--- src/rtl/pipeline_stall_ctrl.sv ---
// pipeline_stall_ctrl
//   Converts the decode-stage hazard flags and the memory busy signals into
//   five-stage pipeline actions: PC / pipeline-register write enables, IF/ID
//   flush and ID/EX bubble insertion. It also sequences the multi-cycle stalls
//   (branch-register dependencies, memory waits and halt drain).
//
//   The optional stall-cycle performance counter is enabled by defining the
//   macro STALL_PERF_CNT_EN. Without it, stall_cycles is tied to zero.
//
// Ports
//   clk, rst_n       clock, asynchronous active-low reset
//   stall_sig        load-use hazard from decode
//   rs_dep           EX-stage load writes the decode rs
//   br_reg           decode instruction is a branch-register
//   br_ex_dep        EX-stage non-load writes the decode rs
//   flush_req        taken branch resolved in ID
//   imem_stall       instruction memory not ready
//   dmem_stall       data memory not ready (freezes everything)
//   halt_dec         HLT in decode
//   pc_we .. mw_we   write enables (combinational from state and inputs)
//   fd_flush         IF/ID loads a NOP
//   dx_bubble        ID/EX loads a NOP
//   halted           registered, set once the pipeline has drained after HLT
//   stall_cycles     decode-stall cycle count (saturating)
module pipeline_stall_ctrl #(
  parameter int unsigned BR_LD_STALLS  = 2,
  parameter int unsigned BR_ALU_STALLS = 1,
  parameter int unsigned CNT_W         = 16
) (
  input  logic             clk,
  input  logic             rst_n,
  input  logic             stall_sig,
  input  logic             rs_dep,
  input  logic             br_reg,
  input  logic             br_ex_dep,
  input  logic             flush_req,
  input  logic             imem_stall,
  input  logic             dmem_stall,
  input  logic             halt_dec,
  output logic             pc_we,
  output logic             fd_we,
  output logic             fd_flush,
  output logic             dx_we,
  output logic             dx_bubble,
  output logic             xm_we,
  output logic             mw_we,
  output logic             halted,
  output logic [CNT_W-1:0] stall_cycles
);

  localparam int unsigned DRAIN_CYCLES = 3;
  localparam logic [1:0]  LD_REM       = 2'(BR_LD_STALLS - 1);
  localparam logic [1:0]  ALU_REM      = 2'(BR_ALU_STALLS - 1);
  localparam logic        LD_MULTI     = (BR_LD_STALLS > 1);
  localparam logic        ALU_MULTI    = (BR_ALU_STALLS > 1);

  typedef enum logic [1:0] {
    S_RUN        = 2'd0,
    S_BR_WAIT    = 2'd1,
    S_HALT_DRAIN = 2'd2,
    S_HALTED     = 2'd3
  } state_t;

  state_t     state_q, state_d;
  logic [1:0] rem_q, rem_d;
  logic [1:0] drain_q, drain_d;
  logic       halted_q;
  logic       dec_stall;
  logic       run_hazard;

  assign run_hazard = stall_sig | (br_reg & rs_dep) | (br_reg & br_ex_dep);

  // State register; dmem_stall freezes all sequencing.
  always_ff @(posedge clk or negedge rst_n) begin
    if (!rst_n) begin
      state_q  <= S_RUN;
      rem_q    <= 2'd0;
      drain_q  <= 2'd0;
      halted_q <= 1'b0;
    end else if (!dmem_stall) begin
      state_q  <= state_d;
      rem_q    <= rem_d;
      drain_q  <= drain_d;
      halted_q <= (state_d == S_HALTED);
    end
  end

  // Next state and Mealy pipeline controls, in priority order.
  always_comb begin
    pc_we     = 1'b1;
    fd_we     = 1'b1;
    fd_flush  = 1'b0;
    dx_we     = 1'b1;
    dx_bubble = 1'b0;
    xm_we     = 1'b1;
    mw_we     = 1'b1;
    dec_stall = 1'b0;
    state_d   = state_q;
    rem_d     = rem_q;
    drain_d   = drain_q;

    if (!rst_n || dmem_stall || state_q == S_HALTED) begin
      pc_we = 1'b0;
      fd_we = 1'b0;
      dx_we = 1'b0;
      xm_we = 1'b0;
      mw_we = 1'b0;
    end else if (state_q == S_BR_WAIT || (state_q == S_RUN && run_hazard)) begin
      // Hold PC and IF/ID, push a bubble; flush_req is ignored as the
      // branch has not resolved yet.
      dec_stall = 1'b1;
      pc_we     = 1'b0;
      fd_we     = 1'b0;
      dx_bubble = 1'b1;
      if (state_q == S_BR_WAIT) begin
        rem_d = rem_q - 2'd1;
        if (rem_q <= 2'd1) begin
          state_d = S_RUN;
        end
      end else if (br_reg && rs_dep) begin
        // Load dependency takes precedence when both are flagged.
        if (LD_MULTI) begin
          state_d = S_BR_WAIT;
          rem_d   = LD_REM;
        end
      end else if (br_reg && br_ex_dep) begin
        if (ALU_MULTI) begin
          state_d = S_BR_WAIT;
          rem_d   = ALU_REM;
        end
      end
    end else if (state_q == S_HALT_DRAIN) begin
      pc_we     = 1'b0;
      fd_flush  = 1'b1;
      dx_bubble = 1'b1;
      drain_d   = drain_q - 2'd1;
      if (drain_q <= 2'd1) begin
        state_d = S_HALTED;
      end
    end else if (imem_stall) begin
      pc_we    = 1'b0;
      fd_flush = 1'b1;
    end else if (flush_req) begin
      fd_flush = 1'b1;
    end else if (halt_dec) begin
      pc_we    = 1'b0;
      fd_flush = 1'b1;
      state_d  = S_HALT_DRAIN;
      drain_d  = 2'(DRAIN_CYCLES);
    end
  end

  assign halted = halted_q;

`ifdef STALL_PERF_CNT_EN
  logic [CNT_W-1:0] cnt_q;

  // Saturating count of decode-stall cycles not masked by dmem_stall.
  always_ff @(posedge clk or negedge rst_n) begin
    if (!rst_n) begin
      cnt_q <= '0;
    end else if (dec_stall && (cnt_q != {CNT_W{1'b1}})) begin
      cnt_q <= cnt_q + CNT_W'(1);
    end
  end

  assign stall_cycles = cnt_q;
`else
  assign stall_cycles = '0;
`endif

endmodule

--- config.mk ---
export PLATFORM = sky130hd
export DESIGN_NAME = pipeline_stall_ctrl
export DESIGN_NICKNAME = d
export VERILOG_FILES = /design/src/rtl/pipeline_stall_ctrl.sv
export SDC_FILE = /design/constraint.sdc
export NUM_CORES = 1
export LEC_CHECK = 0
export ABC_AREA = 1
export BUFFER_PORTS_ARGS = -buffer_cell sky130_fd_sc_hd__buf_4
export CAP_MARGIN = 20
export CORE_ASPECT_RATIO = 0.9
export CORE_MARGIN = 4
export CORE_UTILIZATION = 43
export DETAILED_ROUTE_END_ITERATION = 7
export PLACE_DENSITY_LB_ADDON = 0.1
export SLEW_MARGIN = 10
export SYNTH_ARGS = -nofsm -noshare
export SYNTH_HDL_FRONTEND = slang
export SYNTH_SLANG_ARGS = --single-unit
--- constraint.sdc ---
create_clock -name clk -period 1.5 [get_ports clk]
set_input_delay 0.3 -clock clk [delete_from_list [all_inputs] [get_ports clk]]
set_output_delay 0.3 -clock clk [all_outputs]
set_load 0.01 [all_outputs]
* Word level (Yosys, flattened, before mapping)
Index checks and enable logic that the tools add are counted.
Word-level totals: flip-flop bits (word level) 7, input port bits 10, output and inout port bits 24, logic and storage cells 66
Cells by class: add/subtract/negate cells 2, magnitude comparators 2, equality and inequality tests 6, multiplexer cells 34, bitwise gates (word level) 7, reductions and logical operators 11
Operators with widths (count):
- 2-bit 2-to-1 mux | 16
- 1-bit 2-to-1 mux | 18
- 2-bit == test (second input constant) | 3
- 6-bit AND reduction | 1
- 2-bit by 1-bit <= comparator with 1-bit output (second input constant) | 2
- 2-bit by 1-bit inequality test with 1-bit output (second input constant) | 2
- 4-bit AND reduction | 1
- 2-bit nonzero test | 2
- 2-bit by 1-bit subtractor with 2-bit output (second input constant) | 2
- 1-bit logical OR | 3
- 1-bit inverter | 3
- 1-bit bitwise AND | 2
- 2-bit by 1-bit == test with 1-bit output (second input constant) | 1
- 1-bit logical AND | 2
- 2-bit zero test | 1
- 1-bit bitwise OR | 2
- 1-bit zero test | 1

* Depth between registers and ports, before layout
depth in word-level cells 8, gate-level depth with buffers 10, gate-level depth less buffers 10

* Least setup slack after synthesis
OpenSTA, ideal clock, no wires.
path kind reg2out, from register state_q[0], to output pc_we, data arrival time 1148 ps, data required time 1200 ps, path slack 52 ps, stages on the path, launching flop included 8, path buffers 0, cells stage by stage dfrtp_1 > inv_2 > nand2_2 > inv_2 > nand2_4 > nand2_4 > nand2_1 > nor4_1
On the way: cells in the longest elaborated chain, start to end 5, elaborated cells between the ends (all ways) 10, those cells by class eq/ne (3); mux (3); reduce/logical (4)
Ends and longest elaborated chain:
- start, declared | RTL line 64 | state_t state_q, state_d;
- start signal, assigned | RTL line 81 | state_q <= state_d;
- 2-bit zero test | RTL line 108 | end else if (state_q == S_BR_WAIT || (state_q == S_RUN && run_hazard)) begin
- 1-bit logical AND | RTL line 108
- 1-bit logical OR | RTL line 108
- 1-bit 2-to-1 mux | RTL line 108
- 1-bit 2-to-1 mux (*) | RTL line 102 | if (!rst_n || dmem_stall || state_q == S_HALTED) begin
- end, declared | RTL line 40 | output logic pc_we,
Mark *: on every way between the ends. The rest lies on a longest branch, timed or not.

* Worst setup path after layout
Same ends and word-level chain as after synthesis.

==> metrics.md <==
| Metric | Value |
|---|---|
| Outcome | `finished with violations` |
| Failing checks | `setup timing` |
| Clock network power share | `0.154` |
| Post-synthesis cell area | `631 um^2` |
| DRC | `0` |
| Num CTS Buffers | `3` |
| EDFF count, synth | `0` |
| Logic gate share of total power | `0.567` |
| Skew-Pair Late Insertion Delay | `0.24 ns` |
| Yosys warning count | `0` |
| Vias in the first global route | `487` |
| Clk slew on worst S/H paths | `0.05 ns` |
| Worst-path maximum fanout | `5` |
| Slowest stage cell on the critical path | `dfrtp_2` |
| Worst path required time | `1.20 ns` |
| Vias per cell | `4.44` |
| Synth-to-Final Area Change | `37.3%` |
| Most common cell in the netlist | `nand2_1` |
| Wire per inst | `9.44 um` |
| Top_reg_cell synth | `dfrtp_1` |
| Max stage delay on crit path | `0.43 ns` |
| WS Path Type | `flip-flop to output port` |
| I/O pin count | `34` |
| Final Skew | `0.00135 ns` |
| CTS tree | `yes` |
| Max cap viols | `0` |
| Core area | `0.00131 mm^2` |
| Reg power frac | `0.279` |
| Sw frac | `0.396` |
| Setup crit end kind | `output port` |
| Unrepaired setup endpoints after global routing | `yes` |
| Ant diodes | `0` |
| Hold Path Class | `input pin to flip-flop` |
| Internal power | `0.000647 W` |
| Final worst slack | `-0.173 ns` |
| Post-synthesis instance total | `88` |
| Routed wire length | `1270 um` |
| Crit share post-route | `1.12` |
| Synthesized area per cell | `7.17 um^2` |
| Final setup vio count | `7` |
| Htree depth | `1` |
| Initial antenna violation count | `0` |
| Fmax | `598 MHz` |
| Synth top area cells | `dfrtp_1 (28%), buf_4 (21%), nand2_1 (13%)` |
| Die Width | `48.4 um` |
| Seq/Total Area, Yosys | `0.278` |
| Multiplexer area fraction after synthesis | `0` |
| 1st-iter DRT viols | `10` |
| Total grt overflow | `0` |
| IO Port Bufs | `17` |
| Simple-gate share of the synthesized area | `0.317` |
| Share of layout cells above drive strength 1 | `0.455` |
| Crit-path cells | `inv_2, nand2_2, inv_2, nand2_4, nand2_4, nand2_1, nor4_2, buf_4` |
| Gpl congestion | `0.752` |
| Fin nets | `132` |
| Worst path buffer plus inverter count | `3` |
| Post-synthesis compound-gate area fraction | `0.103` |
| Final hold violations | `0` |
| Starting Density | `0.483` |
| DP Area | `712 um^2` |
| Vias | `600` |
| First-pass GRT wire length | `1990 um` |
| Rows | `12` |
| Worst path top cell family by delay | `flip-flops` |
| Post-DRT Antenna Nets | `0` |
| Synth Area in XOR/XNOR | `0` |
| Area share of fa/ha/maj cells after synthesis | `0` |
| Post-synth top area share | `0.278` |
| Largest family of logic cells by synthesized area | `simple AND/OR/NAND/NOR gates` |
| Area leader, netlist | `dfrtp_1` |
| DR pass1 iterations | `4` |
| Switching power | `0.000424 W` |
| Post-route cell area | `866 um^2` |
| CP Launch Type | `flip-flop` |
| Post-synthesis register bit count | `7` |
| Worst-case clock buffer depth | `2` |
| Tmin final | `1.67 ns` |
| Dpl hpwl | `973 um` |
| Asr flop ratio synth | `1.00` |
| Clock sink total | `7` |
| Crit path DAT | `1.37 ns` |
| Synth cell types | `20` |
| Max-slew violation count | `0` |
| Largest net degree at the start of global routing | `8` |
| Worst IR Drop VDD | `0.000649 V` |
| Die ar. | `0.00214 mm^2` |
| Root buffer cell | `clkbuf_4` |
| Hold WS | `0.268 ns` |
| Die Ht | `44.3 um` |
| Lkg Pwr | `0.504 nW` |
| Top post-synthesis cells by count | `nand2_1 (21), buf_4 (18), dfrtp_1 (7), inv_1 (7), nor2_1 (6)` |
| Power per Cell Area | `1240 mW/mm^2` |
| GRT Overall Usage | `0.116` |
cell usage in the layout (no fill, tap or decap):
cell type and count:
o21ai_0 1, a21oi_2 1, a31oi_1 1, nand2_2 2
nand2_4 3, inv_4 1, conb_1 16, nand3_2 2
o32ai_1 1, dlygate4sd3_1 1, dfrtp_1 6, nand3_4 1
clkbuf_1 1, o21ai_2 2, a21o_1 1, dfrtp_2 1
clkbuf_4 3, nand2_1 21, buf_4 30, nor4_2 1
nor2_4 1, nor2_1 6, inv_2 6, a21oi_1 3
inv_1 6, buf_6 1, nand3_1 2
sequential cells by signal, summed over array words and instances, names as in the netlist:
name / cells
drain_q: 2
rem_q: 2
halted: 1
state_q: 2
per-layer routing:
layer,GRT usage,part of all wire
met1,0.141,0.42
met2,0.190,0.45
met3,0.0337,0.12
met4,0.0497,0.012
met5,0,0
kinds of logic after synthesis:
family / Yosys count
AOI/OAI and AO/OA: 10
and+or+nand+nor: 39
buffers and inverters: 31
other: 1
DFF: 7
power by group through the flow:
| stage | sequential, W | combinational [W] | clock [W] |
|---|---|---|---|
| global route | 0.000310 | 0.000679 | 0.000188 |
| global placement | 0.000301 | 0.000422 | 0 |
| floorplan | 0.000298 | 0.000339 | 0 |
| CTS | 0.000301 | 0.000532 | 0.000170 |
| detailed placement | 0.000305 | 0.000427 | 0 |
| finish | 0.000299 | 0.000607 | 0.000165 |
path summary, 6_finish.rpt:
kind | start | to | slack [ns] | depth (start not counted)
min reg2reg | halted | halted | 0.49 | 2
min | dmem_stall | halted | 0.27 | 3
max reg2reg | state_q[0] | drain_q[0] | 0.09 | 13
min in group asynchronous | rst_n | halted | 0.59 | 3
max in group asynchronous | rst_n | state_q[0] | 0.67 | 3
max | state_q[0] | pc_we | -0.17 | 8
metrics by stage:
stage	power (W)	setup TNS, ns	setup slack [ns]	utilization	instances
after floorplan	0.000637	0	0.0521	-	103
after global routing	0.00118	-1.17	-0.297	0.663	135
after global placement	0.000723	0	0.0240	0.545	118
final	0.00107	-0.519	-0.173	0.663	135
after CTS	0.00100	-0.622	-0.173	0.630	131
after detailed placement	0.000732	-0.0225	-0.0225	0.545	118
worst min-delay path, cell delays in order:
cell	delay [ns]
buf_4	0.09
nand2_1	0.04
nand2_1	0.05
what timing repair did:
item | 4_1_cts | 5_1_grt
gates resized for setup | 5 | 2
hold buffers | 1 | 0
hold endpoints to repair | 7 | 0
setup buffers | 8 | 4
setup endpoints to repair | 4 | 9
cloned | 0 | 0
pin swaps | 0 | 2
final cells by class:
class | instances | area [um^2]
clock buffer | 4 | 26.3
fill | 111 | 440
inverter | 13 | 51.3
multi-input combinational | 65 | 348
sequential | 7 | 176
tap | 14 | 17.5
timing repair buffer | 32 | 246
(Power assumes the default switching activity.)
